File: src/rtl/t09_tone_player.sv
// t09_tone_player: latches a tone code and plays a fixed-length square-wave note; held codes do not retrigger.
// Optional done_o note-end pulse enabled by defining T09_TONE_DONE_PULSE_EN.
module t09_tone_player #(
  parameter int PRESCALE  = 256,
  parameter int DUR_TICKS = 9375
) (
  input  logic       clk,
  input  logic       nrst,
  input  logic [7:0] freq_i,
  output logic       square_o,
  output logic       playing_o
`ifdef T09_TONE_DONE_PULSE_EN
  ,
  output logic       done_o
`endif
);
  localparam int PW = PRESCALE > 1 ? $clog2(PRESCALE) : 1;
  localparam logic [1:0] IDLE = 2'd0, PLAY = 2'd1, HOLD = 2'd2;
  logic [1:0] state;
  logic [7:0] code_q, half_cnt;
  logic [PW-1:0] pre_cnt;
  logic [15:0] dur_cnt;
  logic tick, start, half_end;
  assign tick = pre_cnt == PW'(PRESCALE - 1);
  // From IDLE any nonzero code starts; elsewhere only a different code retriggers.
  assign start = freq_i != 8'd0 && (state == IDLE || freq_i != code_q);
  assign half_end = half_cnt == code_q - 8'd1;
  always_ff @(posedge clk or negedge nrst) begin
    if (!nrst) begin
      state     <= IDLE;
      code_q    <= '0;
      half_cnt  <= '0;
      pre_cnt   <= '0;
      dur_cnt   <= '0;
      square_o  <= 1'b0;
      playing_o <= 1'b0;
`ifdef T09_TONE_DONE_PULSE_EN
      done_o    <= 1'b0;
`endif
    end else begin
`ifdef T09_TONE_DONE_PULSE_EN
      done_o <= 1'b0;
`endif
      if (start) begin
        state     <= PLAY;
        playing_o <= 1'b1;
        code_q    <= freq_i;
        pre_cnt   <= '0;
        half_cnt  <= '0;
        dur_cnt   <= 16'(DUR_TICKS);
        square_o  <= 1'b0;
      end else if (state == PLAY) begin
        pre_cnt <= tick ? '0 : pre_cnt + 1'b1;
        if (tick && dur_cnt == 16'd1) begin
          state     <= HOLD;
          playing_o <= 1'b0;
          square_o  <= 1'b0;
          pre_cnt   <= '0;
          half_cnt  <= '0;
          dur_cnt   <= '0;
`ifdef T09_TONE_DONE_PULSE_EN
          done_o    <= 1'b1;
`endif
        end else if (tick) begin
          dur_cnt  <= dur_cnt - 16'd1;
          half_cnt <= half_end ? '0 : half_cnt + 8'd1;
          square_o <= square_o ^ half_end;
        end
      end else if (state == HOLD && freq_i == 8'd0) begin
        state <= IDLE;
      end
    end
  end
endmodule

File: config.mk
export PLATFORM = sky130hd
export DESIGN_NAME = t09_tone_player
export DESIGN_NICKNAME = d
export VERILOG_FILES = /design/src/rtl/t09_tone_player.sv
export SDC_FILE = /design/constraint.sdc
export NUM_CORES = 1
export LEC_CHECK = 0
export CORE_UTILIZATION = 50
export DETAILED_ROUTE_END_ITERATION = 8
export GPL_ROUTABILITY_DRIVEN = 0
export PLACE_DENSITY_LB_ADDON = 0.12
export SLEW_MARGIN = 40
export SYNTH_ARGS = -nofsm -noshare
export SYNTH_HDL_FRONTEND = slang
export SYNTH_SLANG_ARGS = --single-unit
export TNS_END_PERCENT = 10
File: constraint.sdc
create_clock -name clk -period 2.6 [get_ports clk]
set_clock_uncertainty 0.2 [all_clocks]
set_input_delay 0.39 -clock clk [delete_from_list [all_inputs] [get_ports clk]]
set_output_delay 0.39 -clock clk [all_outputs]
set_load 0.03 [all_outputs]
==> qor.csv <==
stage,metric,value,unit
timing,post-route minimum period,2.52,ns
timing,# setup viols final,0,
clocking,CTS tree,yes,
clocking,TritonCTS buffer count,5,
floorplan,initial core utilization,53.2,%
logic_synthesis,synth warn,0,
clocking,clock buffer depth,2,
logic_synthesis,number of synthesized flops with an enable pin,0,
logic_synthesis,Cell variety after synth,50,
detailed_routing,vias,2202,
global_routing,vias in the first global route,2054,
critical_path,WS Path Type,reg -> reg,
logic_synthesis,Post-Syn Area,2580,sq um
logic_synthesis,"area leader, netlist",dfrtp_1,
global_routing,first-pass GRT wire length,9340,um
clocking,"Reg clk slew, reported paths",0.10,ns
detailed_routing,Residual DRC,0,
logic_synthesis,post-synthesis sequential area ratio,42.7,%
cells_and_area,nets,328,
pwr,LEAKAGE,1.17,nW
global_routing,GRT overflow,0,
timing,final worst slack,0.0761,ns
detailed_routing,routed length per instance,14.6,um
place,hpwl dp,4100,um
logic_synthesis,syn_area_per_cell,9.15,sq um
cells_and_area,ant diodes,0,
timing,worst hold slack,0.219,ns
clocking,Sink Count,44,
clocking,CTS root buf,clkbuf_8,
detailed_routing,vias per cell,5.78,
hold_path,HP Class,in -> async,
pwr,pwr dens,440,nW/um^2
flow_run,Max-Cap Viols,0,
cells_and_area,P&R area growth vs syn,17.3,%
floorplan,Die W,73.9,um
critical_path,Crit path required time,2.63,ns
cells_and_area,final core utilization,62.4,%
run_status,outcome,finished clean,
critical_path,arrival time at the worst endpoint,2.56,ns
cells_and_area,share of layout cells above drive strength 1,14.3,%
timing,Max Clock Freq,396,MHz
detailed_routing,post-route ant nets,0,
global_routing,initial antenna violation count,0,
pwr,peak supply drop,0.303,mV
floorplan,row count,25,
detailed_routing,First DRT Iteration DRCs,127,
place,# placed instances,372,
critical_path,CP endpoint kind,register,
floorplan,DIE AREA,5450,sq um
critical_path,crit path max fanout,5,
timing,Max Slew Vio Count,0,
detailed_routing,final wirelength,5570,um
timing,Slew HR,68.4,%
timing,Tcrit/Tclk final,97.1,%
global_routing,Total GRT Usage,22.0,%
timing,RSZ-0062 raised after global routing,yes,
logic_synthesis,"top cells by count, synth","44 x dfrtp_1, 30 x o21ai_0, 28 x nand2_1, 23 x nor2_1, 17 x nor3_1",
logic_synthesis,synthesized flop and latch total,44,
timing,Sum Neg Setup Slack,0,ns
logic_synthesis,top_reg_cell synth,dfrtp_1,
logic_synthesis,Post-synth ARST share,100,%
logic_synthesis,top-count cell post-synth,dfrtp_1,
floorplan,I/O pin count,12,
cells_and_area,Finished Layout Cells,381,
logic_synthesis,Synth area leaders,"dfrtp_1 43%, o21ai_0 5.8%, xnor2_1 5.1%",
critical_path,Setup crit start kind,register,
clocking,clk_lat worst skew,0.30,ns
place,Port Buffers,11,
logic_synthesis,Mapped Cells,282,
timing,worst-margin pin slew,0.470,ns
clocking,H-tree lvl count,2,
place,pre-CTS WS,-0.00623,ns
floorplan,core region area,4850,sq um
logic_synthesis,top-area cell type share of the netlist area,42.7,%
global_routing,largest net degree at the start of global routing,25,
timing,Hold Fails Final Rpt,0,
logic_synthesis,Post-Syn Nets,297,
detailed_routing,TritonRoute pass-1 iters,4,
floorplan,Die Y-Extent,73.9,um
==> power breakdown <==
part	switching, W	internal [W]
Combinational	0.0000438	0.0000452
Sequential	0.0000134	0.000691
Clock	0.000250	0.000290
==> sequential cells by signal, summed over array words and instances (netlist names) <==
name       cells
code_q         8
playing_o      1
half_cnt       8
pre_cnt        8
dur_cnt       16
state          2
square_o       1
==> worst paths after layout <==
path                                        from                      end  cells past startpoint  slack [ns]
max                        code_q[1]$_DFFE_PN0N_     square_o$_DFFE_PN0P_                      6        0.08
min                                         nrst    code_q[7]$_DFFE_PN0N_                      2        0.22
max reg2reg                code_q[1]$_DFFE_PN0N_     square_o$_DFFE_PN0P_                      6        0.08
min reg2reg                playing_o$_DFFE_PN0P_    playing_o$_DFFE_PN0P_                      1        0.28
max in group asynchronous                   nrst  dur_cnt[15]$_DFFE_PN0P_                      3        1.50
min in group clk           playing_o$_DFFE_PN0P_    playing_o$_DFFE_PN0P_                      1        0.28
==> cell families after synthesis <==
kind of cell	synth area share, %
buffers and inverters	3.73
AOI/OAI and AO/OA	16.8
muxes	2.57
and+or+nand+nor	22.3
xor gates and xnor gates	9.50
DFF	42.7
adders and majority gates	2.42
==> routing by layer <==
layer  global-route usage, %  vias up  share of wire (%)
met5                       0        -                  0
met4                    4.70        0               0.40
met3                    3.98        4                3.0
met2                    35.4       38                 46
met1                    30.8     1067                 51
li1                        -     1093                  -
==> worst max-delay path: stages, from the launching register on <==
cell	delay, ns
dfrtp_1	0.44
or4_4	0.56
or3_1	0.34
a32oi_2	0.23
mux2i_2	0.13
or3_1	0.39
a31oi_1	0.16
==> placed cells by master, fill, tap and decap left out, types with 6 or more instances in the layout <==
cell             instances
nor3_1                  17
dfrtp_1                 44
o21ai_0                 29
buf_4                   24
clkdlybuf4s50_1         10
and3_1                   7
inv_1                    6
xnor2_1                 15
nand2_1                 28
nor4_1                   9
a21oi_1                  7
nor2_1                  23
xor2_1                  13
nand3_1                  8
==> area by class of cell <==
cell class | instances | area, sq um
sequential | 44 | 1100
fill | 403 | 1820
multi-input combinational | 220 | 1410
timing repair buffer | 36 | 295
inverter | 6 | 22.5
tap | 67 | 83.8
clock buffer | 5 | 68.8
clock inverter | 3 | 47.5
==> per-stage QoR <==
stage / total power, W / area [sq um]
6_report: 0.00133 / 3030
5_1_grt: 0.00138 / 3030
4_1_cts: 0.00134 / 3010
3_5_place_dp: 0.000803 / 2880
3_3_place_gp: 0.000802 / 2880
2_1_floorplan: 0.000760 / 2580
==> repair_timing <==
item / 4_1_cts / 5_1_grt
hold buffers: 1 / 0
endpoints found under the setup margin: 4 / 10
setup buffers: 0 / 0
gates resized for setup: 1 / 4
endpoints found under the hold margin: 44 / 0
(Power assumes the default switching activity.)
